==> src/rtl/sad_pkg.sv <==
// Shared definitions for the SAD window-minimum stage.
//   SAD_DIN_W : column SAD width produced by the popcount tree
//   state_e   : controller states
//   sum_width : window-sum width needed to hold NCOL full-scale columns
package sad_pkg;

    localparam int SAD_DIN_W = 8;

    typedef enum logic [1:0] {
        ST_IDLE = 2'd0,
        ST_ACC  = 2'd1,
        ST_CMP  = 2'd2,
        ST_DONE = 2'd3
    } state_e;

    function automatic int sum_width(input int din_w, input int ncol);
        return din_w + $clog2(ncol);
    endfunction

endpackage

==> src/rtl/sad_window_min_if.sv <==
// Column-beat input stream and result output handshake of sad_window_min.
//   in_valid/in_ready/in_sad          : column SAD beats into the block
//   out_valid/out_ready/out_sad/out_idx : winning candidate out of the block
//   modport slave  : the sad_window_min side
//   modport master : the producer/consumer (testbench) side
interface sad_window_min_if #(
    parameter int DIN_W = 8,
    parameter int SUM_W = 12,
    parameter int IDX_W = 5
);
    logic             in_valid;
    logic             in_ready;
    logic [DIN_W-1:0] in_sad;
    logic             out_valid;
    logic             out_ready;
    logic [SUM_W-1:0] out_sad;
    logic [IDX_W-1:0] out_idx;

    modport slave (
        input  in_valid, in_sad, out_ready,
        output in_ready, out_valid, out_sad, out_idx
    );

    modport master (
        output in_valid, in_sad, out_ready,
        input  in_ready, out_valid, out_sad, out_idx
    );
endinterface

==> src/rtl/sad_min_track.sv <==
// Running minimum of candidate window sums.
//   upd      : evaluate cand_sum this cycle
//   first    : first candidate of the search, always taken
//   cand_sum : window SAD of the candidate being evaluated
//   cand_idx : its candidate index
//   min_sad/min_idx : current minimum and the index that produced it
module sad_min_track #(
    parameter int SUM_W = 12,
    parameter int IDX_W = 5
) (
    input  logic             clk,
    input  logic             rst_n,
    input  logic             upd,
    input  logic             first,
    input  logic [SUM_W-1:0] cand_sum,
    input  logic [IDX_W-1:0] cand_idx,
    output logic [SUM_W-1:0] min_sad,
    output logic [IDX_W-1:0] min_idx
);
    logic [SUM_W-1:0] min_sad_q, min_sad_d;
    logic [IDX_W-1:0] min_idx_q, min_idx_d;

    // Strict less-than: on a tie the earlier candidate stays the winner.
    always_comb begin
        min_sad_d = min_sad_q;
        min_idx_d = min_idx_q;
        if (upd && (first || (cand_sum < min_sad_q))) begin
            min_sad_d = cand_sum;
            min_idx_d = cand_idx;
        end
    end

    always_ff @(posedge clk or negedge rst_n) begin
        if (!rst_n) begin
            min_sad_q <= '0;
            min_idx_q <= '0;
        end else begin
            min_sad_q <= min_sad_d;
            min_idx_q <= min_idx_d;
        end
    end

    assign min_sad = min_sad_q;
    assign min_idx = min_idx_q;
endmodule

==> src/rtl/sad_window_min.sv <==
// Sums NCOL column SADs per candidate and reports the minimum window SAD
// and its index over NCAND candidates.
//   clk, rst_n : clock, async active-low reset
//   start      : begins a search (IDLE only)
//   busy       : high in every state but IDLE
//   bus        : column input stream and result output handshake
//
//   state   | meaning
//   IDLE    | waiting for start
//   ACC     | accepting column beats of the current candidate
//   CMP     | comparing the finished candidate sum against the minimum
//   DONE    | loading, then presenting the result until accepted
module sad_window_min
    import sad_pkg::*;
#(
    parameter int NCOL  = 16,
    parameter int NCAND = 32,
    parameter int DIN_W = SAD_DIN_W,
    parameter int SUM_W = sum_width(DIN_W, NCOL),
    parameter int IDX_W = $clog2(NCAND)
) (
    input  logic                 clk,
    input  logic                 rst_n,
    input  logic                 start,
    output logic                 busy,
    sad_window_min_if.slave      bus
);
    localparam int CNT_W = $clog2(NCOL);

    state_e           state_q, state_d;
    logic [CNT_W-1:0] col_cnt_q, col_cnt_d;
    logic [IDX_W-1:0] cand_idx_q, cand_idx_d;
    logic [SUM_W-1:0] acc_q, acc_d;
    logic [SUM_W-1:0] cand_sum_q, cand_sum_d;
    logic             out_valid_q, out_valid_d;
    logic [SUM_W-1:0] out_sad_q, out_sad_d;
    logic [IDX_W-1:0] out_idx_q, out_idx_d;
    logic             in_ready;
    logic             upd;
    logic [SUM_W-1:0] acc_next;
    logic [SUM_W-1:0] min_sad;
    logic [IDX_W-1:0] min_idx;

    assign acc_next = acc_q + SUM_W'(bus.in_sad);

    always_comb begin
        state_d     = state_q;
        col_cnt_d   = col_cnt_q;
        cand_idx_d  = cand_idx_q;
        acc_d       = acc_q;
        cand_sum_d  = cand_sum_q;
        out_valid_d = out_valid_q;
        out_sad_d   = out_sad_q;
        out_idx_d   = out_idx_q;
        in_ready    = 1'b0;
        upd         = 1'b0;
        unique case (state_q)
            ST_IDLE: begin
                if (start) begin
                    col_cnt_d  = '0;
                    cand_idx_d = '0;
                    acc_d      = '0;
                    state_d    = ST_ACC;
                end
            end
            ST_ACC: begin
                in_ready = 1'b1;
                if (bus.in_valid) begin
                    if (col_cnt_q == CNT_W'(NCOL - 1)) begin
                        cand_sum_d = acc_next;
                        acc_d      = '0;
                        col_cnt_d  = '0;
                        state_d    = ST_CMP;
                    end else begin
                        acc_d     = acc_next;
                        col_cnt_d = col_cnt_q + 1'b1;
                    end
                end
            end
            ST_CMP: begin
                upd = 1'b1;
                if (cand_idx_q == IDX_W'(NCAND - 1)) begin
                    state_d = ST_DONE;
                end else begin
                    cand_idx_d = cand_idx_q + 1'b1;
                    state_d    = ST_ACC;
                end
            end
            ST_DONE: begin
                // First DONE cycle registers the winner; the result is then
                // held from flops until the consumer takes it.
                if (!out_valid_q) begin
                    out_valid_d = 1'b1;
                    out_sad_d   = min_sad;
                    out_idx_d   = min_idx;
                end else if (bus.out_ready) begin
                    out_valid_d = 1'b0;
                    state_d     = ST_IDLE;
                end
            end
            default: state_d = ST_IDLE;
        endcase
    end

    always_ff @(posedge clk or negedge rst_n) begin
        if (!rst_n) begin
            state_q     <= ST_IDLE;
            col_cnt_q   <= '0;
            cand_idx_q  <= '0;
            acc_q       <= '0;
            cand_sum_q  <= '0;
            out_valid_q <= 1'b0;
            out_sad_q   <= '0;
            out_idx_q   <= '0;
        end else begin
            state_q     <= state_d;
            col_cnt_q   <= col_cnt_d;
            cand_idx_q  <= cand_idx_d;
            acc_q       <= acc_d;
            cand_sum_q  <= cand_sum_d;
            out_valid_q <= out_valid_d;
            out_sad_q   <= out_sad_d;
            out_idx_q   <= out_idx_d;
        end
    end

    sad_min_track #(
        .SUM_W (SUM_W),
        .IDX_W (IDX_W)
    ) u_min_track (
        .clk      (clk),
        .rst_n    (rst_n),
        .upd      (upd),
        .first    (cand_idx_q == '0),
        .cand_sum (cand_sum_q),
        .cand_idx (cand_idx_q),
        .min_sad  (min_sad),
        .min_idx  (min_idx)
    );

    assign busy          = (state_q != ST_IDLE);
    assign bus.in_ready  = in_ready;
    assign bus.out_valid = out_valid_q;
    assign bus.out_sad   = out_sad_q;
    assign bus.out_idx   = out_idx_q;
endmodule

==> src/flat_wrapper.sv <==
// flat-port wrapper written by rule: the top's interface ports become plain ports
module sad_window_min_flat import sad_pkg::*;
#(
    parameter int NCOL  = 16,
    parameter int NCAND = 32,
    parameter int DIN_W = SAD_DIN_W,
    parameter int SUM_W = sum_width(DIN_W, NCOL),
    parameter int IDX_W = $clog2(NCAND)
)
  (clk, rst_n, start, busy, bus_in_valid, bus_in_sad, bus_out_ready, bus_in_ready, bus_out_valid, bus_out_sad, bus_out_idx);
  sad_window_min_if #(.DIN_W(DIN_W), .SUM_W(SUM_W), .IDX_W(IDX_W)) bus_i ();
  input  logic clk;
  input  logic rst_n;
  input  logic start;
  output logic busy;
  input wire logic [$bits(bus_i.in_valid)-1:0] bus_in_valid;
  input wire logic [$bits(bus_i.in_sad)-1:0] bus_in_sad;
  input wire logic [$bits(bus_i.out_ready)-1:0] bus_out_ready;
  output wire logic [$bits(bus_i.in_ready)-1:0] bus_in_ready;
  output wire logic [$bits(bus_i.out_valid)-1:0] bus_out_valid;
  output wire logic [$bits(bus_i.out_sad)-1:0] bus_out_sad;
  output wire logic [$bits(bus_i.out_idx)-1:0] bus_out_idx;
  assign bus_i.in_valid = bus_in_valid;
  assign bus_i.in_sad = bus_in_sad;
  assign bus_i.out_ready = bus_out_ready;
  assign bus_in_ready = bus_i.in_ready;
  assign bus_out_valid = bus_i.out_valid;
  assign bus_out_sad = bus_i.out_sad;
  assign bus_out_idx = bus_i.out_idx;
  sad_window_min #(.NCOL(NCOL), .NCAND(NCAND), .DIN_W(DIN_W), .SUM_W(SUM_W), .IDX_W(IDX_W)) u_core (.clk(clk), .rst_n(rst_n), .start(start), .busy(busy), .bus(bus_i));
endmodule
==> config.mk <==
export PLATFORM = sky130hd
export DESIGN_NAME = sad_window_min_flat
export DESIGN_NICKNAME = d
export VERILOG_FILES = /design/src/rtl/sad_pkg.sv /design/src/rtl/sad_window_min_if.sv /design/src/rtl/sad_min_track.sv /design/src/rtl/sad_window_min.sv /design/src/flat_wrapper.sv
export SDC_FILE = /design/constraint.sdc
export NUM_CORES = 1
export LEC_CHECK = 0
export CAP_MARGIN = 20
export CORE_ASPECT_RATIO = 0.75
export CORE_UTILIZATION = 40
export DETAILED_ROUTE_END_ITERATION = 8
export GPL_TIMING_DRIVEN = 0
export PLACE_DENSITY = 0.63
export SYNTH_ARGS = -nofsm -noshare
export SYNTH_HDL_FRONTEND = slang
export SYNTH_HIERARCHICAL = 1
export SYNTH_SLANG_ARGS = --single-unit
==> constraint.sdc <==
create_clock -name clk -period 2.2 [get_ports clk]
set_input_delay 0.22 -clock clk [delete_from_list [all_inputs] [get_ports clk]]
set_output_delay 0.22 -clock clk [all_outputs]
set_load 0.01 [all_outputs]
* Word-level counts from Yosys, hierarchy flattened
Index checks and enable logic that the tools add are counted.
** Operators by class
- Muxes and demuxes :: 22
- Add/subtract/negate cells :: 3
- Magnitude comparators :: 1
- Bitwise operators :: 1
- Equal/unequal tests :: 11
- Reduce and logical (&&, ||, !) cells :: 12
** Operators with widths (number)
- $mux 12 :: 3
- $pmux 12 s2 :: 1
- $add 12x8->12 :: 1
- $lt 12x12->1 :: 1
- $mux 2 :: 6
- $mux 4 :: 3
- $mux 5 :: 2
- $pmux 5 s2 :: 1
- $reduce_and 3->1 :: 3
- $ne 2x2->1 const B :: 4
- $pmux 2 s4 :: 1
- $pmux 4 s2 :: 1
- $reduce_bool 2->1 :: 3
- $add 5x1->5 const B :: 1
- $eq 5x5->1 const B :: 1
- $logic_not 5->1 :: 1
- $reduce_and 5->1 :: 1
- $add 4x1->4 const B :: 1
- $eq 2x2->1 const B :: 2
- $eq 4x4->1 const B :: 1
- $mux 1 :: 4
- $ne 2x1->1 const B :: 2
- $eq 2x1->1 const B :: 1
- $logic_not 2->1 :: 1
- 4 further kinds :: 4
** Word-level totals
- Output and inout port bits :: 20
- Flip-flop bits (word level) :: 70
- Bits of input ports :: 13
- Word-level logic and storage cells :: 60

* Logic depth before layout (Yosys ltp)
Gate-level depths: netlist of run 1.
- Depth after elaboration :: 4
- Mapped depth :: 9
- Mapped depth without buffers :: 8

* Cells and area by module
The synthesis of run 1 kept the hierarchy.
** By module, submodules not included
- sad_window_min :: cells each 237, times used 1, area an instance 2677.6 sq um, seq. area each 1326.3 sq um
- sad_min_track :: cells each 153, times used 1, area an instance 1418.9 sq um, seq. area each 425.4 sq um

* Least setup slack after synthesis of run 1
Ideal clock, no wire load.
- Kind :: reg-to-reg
- From :: reg u_core.acc_q[0]
- To :: reg u_core.acc_q[10]
- Buffers on the path :: 0
- Path slack :: 0.284 ns
- Arrival :: 1.833 ns
- Cell stages (with the launch flop) :: 9
- Library setup time :: 0.083 ns
- Path through :: dfrtp_1 > ha_1 > inv_1 > fa_1 > nand2b_1 > a21oi_1 > o21ai_0 > or3_1 > o21ai_0
** On the way
- Longest elaborated chain between the ends :: 4
** RTL lines
- start: declaration :: line sad_window_min.sv:33 : logic [SUM_W-1:0] acc_q, acc_d;
- start signal: assignment :: line sad_window_min.sv:110 : acc_q <= '0;
- start signal: assignment :: line sad_window_min.sv:119 : acc_q <= acc_d;
- $add 12x8->12 :: line sad_window_min.sv:44 : assign acc_next = acc_q + SUM_W'(bus.in_sad);
- $mux 12 :: line sad_window_min.sv:69 : if (col_cnt_q == CNT_W'(NCOL - 1)) begin
- $mux 12 :: line sad_window_min.sv:68 : if (bus.in_valid) begin
- $pmux 12 s2 :: line sad_window_min.sv:57 : unique case (state_q)
Every way passes these cells. The select of a mux whose other input is x is not followed.
A chain may end at the register's enable or synchronous reset.

* Worst setup path in the final report of run 1
- From :: reg u_core.cand_idx_q[0]
- To :: reg u_core.u_min_track.min_sad_q[3] (netlist: u_core/u_min_track/min_sad[3])
** On the way
- Longest elaborated chain between the ends :: 3
** RTL lines
- start: declaration :: line sad_window_min.sv:32 : logic [IDX_W-1:0] cand_idx_q, cand_idx_d;
- start signal: assignment :: line sad_window_min.sv:118 : cand_idx_q <= cand_idx_d;
- $logic_not 5->1 :: line sad_window_min.sv:134 : .first (cand_idx_q == '0),
- $logic_or 1x1->1 :: line sad_min_track.sv:27 : if (upd && (first || (cand_sum < min_sad_q))) begin
- $logic_and 1x1->1 :: line sad_min_track.sv:27
- end signal: assignment :: line sad_min_track.sv:38 : min_sad_q <= min_sad_d;
- end: declaration :: line sad_min_track.sv:20 : logic [SUM_W-1:0] min_sad_q, min_sad_d;
Every way passes these cells.

==> results of run 1 <==
-- state kept, by name (all words and copies together) (netlist names) --
name,cells
u_core/state_q,2
u_core/bus.out_idx,5
u_core/cand_sum_q,12
u_core/u_min_track/min_idx,5
u_core/bus.out_sad,12
u_core/cand_idx_q,5
u_core/bus.out_valid,1
u_core/col_cnt_q,4
u_core/acc_q,12
u_core/u_min_track/min_sad,12
-- worst max path at each step --
stage / end / slack [ns] / cells after the start / from
6_report: u_core/u_min_track/min_sad[3] / 0.11 / 8 / u_core/cand_idx_q[0]
2_1_floorplan: u_core/acc_q[10] / 0.28 / 8 / u_core/acc_q[0]
4_1_cts: u_core/u_min_track/min_sad[3] / 0.04 / 8 / u_core/cand_idx_q[0]
5_1_grt: u_core/u_min_track/min_sad[3] / -0.002 / 8 / u_core/cand_idx_q[0]
3_3_place_gp: u_core/acc_q[5] / -1.54 / 1 / rst_n
3_5_place_dp: u_core/acc_q[10] / -0.30 / 9 / bus_in_sad[0]
-- synth_stat cells (8+ instances only) --
| cell | number | area, um2 |
|---|---|---|
| o21ai_0 | 23 | 115 |
| nand4b_1 | 18 | 158 |
| a21oi_1 | 16 | 80.1 |
| nor2_1 | 18 | 67.6 |
| a22o_1 | 14 | 123 |
| dfrtp_1 | 70 | 1750 |
| nand2_1 | 26 | 97.6 |
| a222oi_1 | 11 | 110 |
| mux2_2 | 19 | 214 |
| inv_1 | 30 | 113 |
| nand3_1 | 8 | 40.0 |
| o311ai_1 | 17 | 149 |
| clkbuf_1 | 9 | 33.8 |
| ha_1 | 23 | 288 |
-- layout make-up --
cell class / instances / share of cell area
timing repair buffer: 34 / 0.0674
clock buffer: 12 / 0.0499
clock inverter: 4 / 0.0142
sequential: 70 / 0.355
multi-input combinational: 265 / 0.424
tap: 132 / 0.0334
buffer: 24 / 0.0324
inverter: 30 / 0.0228
-- stage by stage --
stage / setup TNS (ns) / utilization / cell area, um2
global route: -0.00169 / 0.503 / 4940
finish: 0 / 0.503 / 4940
global placement: -108.98 / 0.467 / 4580
CTS: 0 / 0.499 / 4900
floorplan: 0 / - / 4100
detailed placement: -2.21 / 0.467 / 4580
-- cell families after synthesis --
logic type | count (synthesis) | synth area share
compound gates | 107 | 0.197
simple gates | 99 | 0.144
flops | 70 | 0.428
buf+inv | 55 | 0.0663
mux | 25 | 0.0687
fa+ha+maj | 24 | 0.0751
xor+xnor | 10 | 0.0214
-- repair_timing --
action | 4_1_cts | 5_1_grt
gates resized for setup | 2 | 10
gates cloned | 0 | 0
setup endpoints to repair | 17 | 21
pin swaps | 0 | 2
buffers inserted | 0 | 2
-- power groups by stage --
| stage | Combinational, mW | Sequential [mW] | Clock (mW) |
|---|---|---|---|
| after global placement | 2.96 | 1.82 | 0 |
| after global routing | 3.39 | 1.87 | 1.64 |
| after floorplan | 2.23 | 1.77 | 0 |
| after detailed placement | 3.01 | 1.83 | 0 |
| final | 3.11 | 1.83 | 1.54 |
| after CTS | 3.03 | 1.82 | 1.58 |
-- routing by layer --
layer  GRT usage  wire length (um)  up-vias
met4      0.0748               128        0
met1       0.269              4750     1579
met3      0.0467               449       16
li1            -                 -     1555
met5           0                 0        -
met2       0.300              4180      102
==> metrics.yaml, run 1 <==
portBuffers: 32
grt_pass1_wl_mm: 15.9
fill_cells: 905
vdd_ir_drop_max_v: 0.000737
syn_to_final_growth_pct: 20.6
htreeDepth: 3
cp_num_buf_inv: 3
path_delay_family: "compound AO/OA/AOI/OAI gates"
final_cell_mix: "dfrtp_1 (67), clkdlybuf4s50_1 (31), inv_1 (30)"
antennaDiodeCount: 0
drt_iter0_drc: 189
final_common_cell: "dfrtp_1"
worstPathCellList: "inv_1, ha_1, nor4b_2, and2_1, clkbuf_1, buf_4, a222oi_1, o311ai_1"
fmax_mhz: 479
drc: 0
grt_max_degree: 71
slowest_stage: "dfrtp_2"
cap_violations: 0
total_power_mw: 6.48
r2r-start: "u_core/cand_idx_q[0]"
seq_area_um2: 1760
syn-mean-instance-area_um2: 10.5
wl_per_cell_um: 16.7
cts_buffers: 9
final_hold_viol_count: 0
cp-end-kind: "flip-flop"
dieArea_um2: 10700
cts.sinks: 70
worstMarginPinSlew_ns: 0.884
drive_above_1_share: 0.164
clkTransAtPathRegs_ns: 0.05
ys.flop_type: "dfrtp_1"
p_leak_nw: 2.14
ant_nets: 0
path_max_fanout: 10
grtUsageTotal: 0.195
cp.required_ns: 2.37
timing.hold.ws_ns: 0.00436
synth_warnings: 6
synth_edf_count: 0
yosysSeqAreaShare: 0.428
start_util: 0.417
drt-total-wl_mm: 9.51
dp_hpwl_mm: 6.62
async_flop_share: 1.00
synthCells: 390
finalSetupViolCount: 0
dpl_worst_slack_ns: -0.304
fin_crit_sh: 0.950
fin_nets: 471
die_w_um: 119
finClkSkew_ns: 0.00411
vias: 3252
stdcell_count: 571
antenna_found_initial: 0
yosysUniqueCellTypes: 54
drt_pass1_iterations: 6
hold_buffers: 0
period_minus_slack_ns: 2.09
holdCritPathClass: "primary input to asynchronous set/reset pin"
coreArea_um2: 9810
cp.arrival_ns: 2.26
grt_pass1_vias: 3134
p_sw_frac: 0.393
timing.rr.end: "u_core/u_min_track/min_sad[3]"
clkLatencyLatePin_ns: 0.33
rsz0062_at_grt: "yes"
switchingPower_mw: 2.54
pwr-share-clk: 0.238
placedCellCount: 554
die_h_um: 89.6
status: "finished clean"
rows: 31
synth.cell_area_um2: 4100
cts_tree: "done"
relSlewSlack: 0.411
syn_nets: 427
intPower_mw: 3.93
worst-setup-path-type: "flip-flop to flip-flop"
reg2reg_setup_slack_ns: 0.11
cts.path.max_buffers: 2
synth-seq-cells: 70
cp-start-kind: "flip-flop"
grt_overflow_total: 0
vias_per_cell: 5.70
setup_slack_ns: 0.110
p_per_area_nw_per_um2: 1310
clockRootBuffer: "clkbuf_16"
p_comb_frac: 0.480
multiInputGateArea_um2: 2100
gp_congestion: 0.843
slew_violations: 0
slowest_delay_ns: 0.42
p_seq_frac: 0.283
ff2ff_path_depth: 8
top_level_ports: 33
No activity file was read; power rests on OpenSTA's default activity.
==> run 2, diff against run 1 <==
TNS_END_PERCENT = 10   (was default)
clock period = 2.24 ns   (was 2.2 ns; I/O delays follow)
==> run 2 against run 1 <==
Cell count is 0.18% lower. Clock power is essentially flat. Worst setup slack lost 0.018 ns. Highest routed layer unchanged.
==> metrics.yaml, run 2 (synthesis results as in run 1) <==
status: "finished clean"  # unchanged
rows: 31  # unchanged
die_h_um: 89.6  # unchanged
drt_pass1_iterations: 5  # was 6
p_per_area_nw_per_um2: 1300  # was 1310 nW/um2
path_max_fanout: 10  # unchanged
wl_per_cell_um: 16.7  # about the same
slew_violations: 0  # unchanged
p_sw_frac: 0.395  # was 0.393
worstPathCellList: "inv_1, ha_1, nor4b_2, and2_1, clkbuf_1, clkbuf_4, a222oi_1, o311ai_1"  # was inv_1, ha_1, nor4b_2, and2_1, clkbuf_1, buf_4, a222oi_1, o311ai_1
ant_nets: 0  # unchanged
slowest_stage: "dfrtp_2"  # unchanged
vdd_ir_drop_max_v: 0.000722  # was 0.000737 V
antennaDiodeCount: 0  # unchanged
worst-setup-path-type: "flip-flop to flip-flop"  # unchanged
slowest_delay_ns: 0.42  # about the same
finalSetupViolCount: 0  # unchanged
antenna_found_initial: 0  # unchanged
timing.hold.ws_ns: 0.00748  # was 0.00436 ns
cp-end-kind: "flip-flop"  # unchanged
intPower_mw: 3.86  # was 3.93 mW
holdCritPathClass: "primary input to asynchronous set/reset pin"  # unchanged
syn_to_final_growth_pct: 20.0  # was 20.6%
fmax_mhz: 466  # was 479 MHz
p_comb_frac: 0.480  # about the same
finClkSkew_ns: 0.00420  # was 0.00411 ns
drt-total-wl_mm: 9.55  # was 9.51 mm
worstMarginPinSlew_ns: 0.883  # was 0.884 ns
fin_crit_sh: 0.959  # was 0.950
dp_hpwl_mm: 6.62  # unchanged
switchingPower_mw: 2.51  # was 2.54 mW
cts.path.max_buffers: 2  # unchanged
dieArea_um2: 10700  # unchanged
cts_tree: "done"  # unchanged
htreeDepth: 3  # unchanged
p_leak_nw: 2.13  # was 2.14 nW
top_level_ports: 33  # unchanged
pwr-share-clk: 0.238  # about the same
period_minus_slack_ns: 2.15  # was 2.09 ns
grt_pass1_wl_mm: 15.9  # about the same
cp-start-kind: "flip-flop"  # unchanged
grt_max_degree: 71  # unchanged
cap_violations: 0  # unchanged
start_util: 0.417  # unchanged
grt_pass1_vias: 3143  # was 3134
final_common_cell: "dfrtp_1"  # unchanged
hold_buffers: 0  # unchanged
portBuffers: 32  # unchanged
seq_area_um2: 1760  # unchanged
vias_per_cell: 5.72  # was 5.70
relSlewSlack: 0.412  # was 0.411
ff2ff_path_depth: 8  # unchanged
coreArea_um2: 9810  # unchanged
grtUsageTotal: 0.196  # was 0.195
path_delay_family: "compound AO/OA/AOI/OAI gates"  # unchanged
gp_congestion: 0.843  # unchanged
multiInputGateArea_um2: 2080  # was 2100 um2
p_seq_frac: 0.282  # was 0.283
cp.required_ns: 2.41  # was 2.37 ns
cts_buffers: 9  # unchanged
clockRootBuffer: "clkbuf_16"  # unchanged
drt_iter0_drc: 229  # was 189
cp.arrival_ns: 2.32  # was 2.26 ns
rsz0062_at_grt: "no"  # was yes
path_depth: 8  # unchanged
final_hold_viol_count: 0  # unchanged
final.setup.tns_ns: 0  # unchanged
vias: 3260  # was 3252
fin_nets: 470  # was 471
clkLatencyLatePin_ns: 0.33  # about the same
clkTransAtPathRegs_ns: 0.06  # was 0.05 ns
fill_cells: 912  # was 905
placedCellCount: 554  # unchanged
grt_overflow_total: 0  # unchanged
cp_num_buf_inv: 3  # unchanged
final_cell_mix: "dfrtp_1 (67), clkdlybuf4s50_1 (31), inv_1 (30)"  # unchanged
cts.sinks: 70  # unchanged
drive_above_1_share: 0.158  # was 0.164
die_w_um: 119  # unchanged
drc: 0  # unchanged
stdcell_count: 570  # was 571
==> run 2: power by group through the flow <==
stage / clock network (mW) / registers, mW / logic, mW
6_report: 1.51 / 1.80 / 3.06
5_1_grt: 1.61 / 1.84 / 3.32
4_1_cts: 1.55 / 1.78 / 2.99
3_5_place_dp: 0 / 1.80 / 2.95
3_3_place_gp: 0 / 1.78 / 2.90
2_1_floorplan: 0 / 1.74 / 2.19
==> run 2: what timing repair did <==
action,in CTS,in global routing
hold endpoints to repair,0,0
resized for setup,3,7
endpoints found under the setup margin,10,15
setup buffers,0,1
pin swaps,0,1
==> run 2: path summary, 6_finish.rpt <==
check	to	slack, ns	startpoint
worst max-delay path	u_core/u_min_track/min_sad[3]	0.09	u_core/cand_idx_q[0]
worst min-delay path	u_core/bus.out_idx[1]	0.007	rst_n
worst max register to register	u_core/u_min_track/min_sad[3]	0.09	u_core/cand_idx_q[0]
worst min register to register	u_core/bus.out_sad[9]	0.49	u_core/bus.out_sad[9]
max in group asynchronous	u_core/state_q[1]	1.60	rst_n
min in group clk	u_core/bus.out_sad[9]	0.49	u_core/bus.out_sad[9]
==> run 2: final cells by class <==
cell class	instances	share of cell area
Buffer	24	0.0323
Multi-Input combinational cell	265	0.424
Clock buffer	12	0.0501
Inverter	30	0.0229
Sequential cell	70	0.357
Clock inverter	4	0.0142
Tap cell	132	0.0336
Timing Repair Buffer	33	0.0662
==> run 2: metal layers <==
layer | part of all wire | global-route usage | up-vias
met5 | 0 | 0 | -
li1 | - | - | 1558
met3 | 0.046 | 0.0467 | 11
met4 | 0.011 | 0.0748 | 0
met2 | 0.44 | 0.300 | 91
met1 | 0.50 | 0.271 | 1600
==> run 2: worst register-to-register path, stage by stage (launching register included) <==
cell	delay, ns
dfrtp_2	0.42
inv_1	0.08
ha_1	0.19
nor4b_2	0.17
and2_1	0.15
clkbuf_1	0.18
clkbuf_4	0.25
a222oi_1	0.33
o311ai_1	0.21
==> run 2: through the flow <==
stage / power [mW] / setup WS, ns / instance area (um2) / util
2_1_floorplan: 3.93 / 0.324 / 4100 / -
3_3_place_gp: 4.69 / -1.50 / 4580 / 0.467
3_5_place_dp: 4.75 / -0.268 / 4580 / 0.467
4_1_cts: 6.32 / 0.0239 / 4900 / 0.500
5_1_grt: 6.77 / 0.00186 / 4920 / 0.501
6_report: 6.37 / 0.0925 / 4920 / 0.501
==> run 3, diff against run 2 <==
PLACE_DENSITY = 0.64   (was 0.63)
SYNTH_HIERARCHICAL = default   (was 1)
==> run 3 against run 2 <==
The flow now finishes with violations (DRC, setup timing). First-iteration DRC count shrank 46%. Clock power shrank 15%. Final area shrank 9.7%. Synthesized cell count shrank 12%. Area after synthesis shrank 11%. Cell count shrank 12%. Combinational power shrank 40%. Flip-flop and latch count is the same. Largest cell class unchanged.
==> metrics.yaml, run 3 <==
status: "finished, violations left"  # was finished clean
violations: "DRC, setup timing"
grt_max_degree: 71  # unchanged
final_cell_area_um2: 4440  # was 4920 um2
cts.path.max_buffers: 2  # unchanged
fin_crit_sh: 1.00  # was 0.959
synth_largest_area_cell: "dfrtp_1"  # unchanged
timing.hold.ws_ns: 0.0172  # was 0.00748 ns
synthAdderAreaFrac: 0.0843  # was 0.0751
syn_to_final_growth_pct: 21.5  # was 20.0%
holdCritPathClass: "primary input to asynchronous set/reset pin"  # unchanged
synth_edf_count: 0  # unchanged
synth_area_leaders: "dfrtp_1 (48%), ha_1 (7.9%), mux2_2 (5.2%), o21ai_0 (4.7%), nand2_1 (4.5%)"  # was dfrtp_1 (43%), ha_1 (7.0%), mux2_2 (5.2%), nand4b_1 (3.8%), o311ai_1 (3.6%)
finalSetupViolCount: 1  # was 0
grt_use_met3: 0.0513  # was 0.0467
drt_pass1_iterations: 7  # was 5
drt_iter0_drc: 123  # was 229
rsz0062_at_grt: "yes"  # was no
grtUsageTotal: 0.168  # was 0.196
finClkSkew_ns: 0.00500  # was 0.00420 ns
start_util: 0.421  # was 0.417
dieArea_um2: 9520  # was 10700 um2
clockRootBuffer: "clkbuf_16"  # unchanged
p_per_area_nw_per_um2: 1080  # was 1300 nW/um2
fin_nets: 427  # was 470
synth_top_area_share: 0.480  # was 0.428
ant_nets: 0  # unchanged
synth-seq-cells: 70  # unchanged
drc: 3  # was 0
yosysSeqAreaShare: 0.480  # was 0.428
grt_busiest_layer: "met1"  # was met2
final_hold_viol_count: 0  # unchanged
synth-compound-area-share: 0.186  # was 0.197
placed_area_um2: 4110  # was 4580 um2
p_leak_nw: 2.05  # was 2.13 nW
hold_buffers: 0  # unchanged
clkLatencyLatePin_ns: 0.33  # about the same
cp.required_ns: 2.44  # was 2.41 ns
synthCells: 343  # was 390
synth_top_family_by_area: "compound AO/OA/AOI/OAI gates"  # unchanged
syn-mean-instance-area_um2: 10.6  # was 10.5 um2
syn_nets: 380  # was 427
htreeDepth: 3  # unchanged
cp-start-kind: "flip-flop"  # unchanged
async_flop_share: 1.00  # unchanged
cts_tree: "done"  # unchanged
cp.arrival_ns: 2.44  # was 2.32 ns
antenna_found_initial: 0  # unchanged
final_cell_mix: "dfrtp_1 (70), nand2_1 (44), o21ai_0 (32)"  # was dfrtp_1 (67), clkdlybuf4s50_1 (31), inv_1 (30)
rows: 29  # was 31
cap_violations: 0  # unchanged
total_power_mw: 4.81  # was 6.37 mW
yosys.area_share.simple: 0.115  # was 0.144
wl_per_cell_um: 14.5  # was 16.7 um
vias: 2680  # was 3260
vdd_ir_drop_max_v: 0.000610  # was 0.000722 V
synth_common_cells: "dfrtp_1 (70), nand2_1 (44), o21ai_0 (34), ha_1 (23)"  # was dfrtp_1 (70), inv_1 (30), nand2_1 (26), ha_1 (23), o21ai_0 (23)
synth.area.mux_share: 0.0812  # was 0.0687
period_minus_slack_ns: 2.24  # was 2.15 ns
clkTransAtPathRegs_ns: 0.05  # was 0.06 ns
gp_congestion: 0.813  # was 0.843
vias_per_cell: 5.34  # was 5.72
dp_hpwl_mm: 5.28  # was 6.62 mm
cp-end-kind: "flip-flop"  # unchanged
setup_slack_ns: -0.00174  # was 0.0925 ns
grt_pass1_vias: 2415  # was 3143
ys.flop_type: "dfrtp_1"  # unchanged
path_max_fanout: 3  # was 10
use_met2: 0.231  # was 0.300
antennaDiodeCount: 0  # unchanged
synth_most_common_cell: "dfrtp_1"  # unchanged
top_level_ports: 33  # unchanged
worstMarginPinSlew_ns: 0.878  # was 0.883 ns
coreArea_um2: 8670  # was 9810 um2
fmax_mhz: 446  # was 466 MHz
met1_usage: 0.249  # was 0.271
cts.sinks: 70  # unchanged
final.setup.tns_ns: -0.00174  # was 0 ns
yosysUniqueCellTypes: 44  # was 54
grt_overflow_total: 0  # unchanged
portBuffers: 32  # unchanged
slew_violations: 0  # unchanged
relSlewSlack: 0.415  # was 0.412
worst-setup-path-type: "flip-flop to flip-flop"  # unchanged
die_h_um: 84.8  # was 89.6 um
synthXorXnorAreaFrac: 0.0216  # was 0.0214
cts_buffers: 9  # unchanged
grt_pass1_wl_mm: 12.2  # was 15.9 mm
synth_warnings: 0  # was 6
final_common_cell: "dfrtp_1"  # unchanged
drive_above_1_share: 0.137  # was 0.158
postLayoutCoreUtil: 0.512  # was 0.501
synth.cell_area_um2: 3650  # was 4100 um2
drt-total-wl_mm: 7.28  # was 9.55 mm
die_w_um: 112  # was 119 um
## run 3: through the flow
step | setup WS, ns | cells
2_1_floorplan | 0.0499 | 343
3_3_place_gp | -1.49 | 483
3_5_place_dp | -0.523 | 483
4_1_cts | -0.0109 | 500
5_1_grt | -0.0939 | 502
6_report | -0.00174 | 502
## run 3: kinds of logic after synthesis
logic type | count (synthesis)
AOI/OAI and AO/OA | 99
and+or+nand+nor | 88
DFF | 70
buffers and inverters | 29
muxes | 24
adders and majority gates | 24
xor gates and xnor gates | 9
## run 3: worst max-delay path, cell delays in order, from the launching register on
cell and delay [ns]:
dfrtp_1 0.41, ha_4 0.19, fa_2 0.38, a211o_1 0.30, nor3b_2 0.19, a2111oi_4 0.41, xnor2_2 0.17, o21ai_1 0.07
## run 3: power breakdown
part / leakage [nW] / internal, mW / total (mW) / switching [mW]
clock: 0.129 / 0.773 / 1.28 / 0.507
combinational: 0.982 / 0.786 / 1.83 / 1.04
sequential: 0.937 / 1.50 / 1.70 / 0.204
total: 2.05 / 3.06 / 4.81 / 1.75
## run 3: final timing paths
path	to	slack (ns)	startpoint	cells after the start
setup / recovery	u_core.cand_sum_q[8]	-0.002	u_core.acc_q[0]	7
hold / removal	u_core.bus.out_valid	0.02	rst_n	1
setup reg to reg	u_core.cand_sum_q[8]	-0.002	u_core.acc_q[0]	7
hold reg to reg	u_core.bus.out_sad[2]	0.47	u_core.bus.out_sad[2]	2
max in group asynchronous	u_core.bus.out_sad[8]	1.66	rst_n	1
min in group clk	u_core.bus.out_sad[2]	0.47	u_core.bus.out_sad[2]	2
## run 3: final cells by class
class,instances,area [um2]
Buffer,12,52.6
Multi-Input combinational cell,244,1820
Fill cell,791,4230
Timing Repair Buffer,36,348
Sequential cell,70,1750
Clock inverter,3,21.3
Tap cell,108,135
Clock buffer,12,246
Inverter,17,63.8
## run 3: timing repair
action | 4_1_cts | 5_1_grt
setup endpoints to repair | 9 | 12
pin swaps | 3 | 4
buffers inserted | 2 | 2
hold endpoints to repair | 0 | 0
gates resized for setup | 1 | 8
## run 3: metal layers
layer | vias up | wire length [um]
met4 | 0 | 51
met2 | 47 | 3030
li1 | 1338 | -
met1 | 1289 | 3870
met5 | - | 0
met3 | 6 | 319
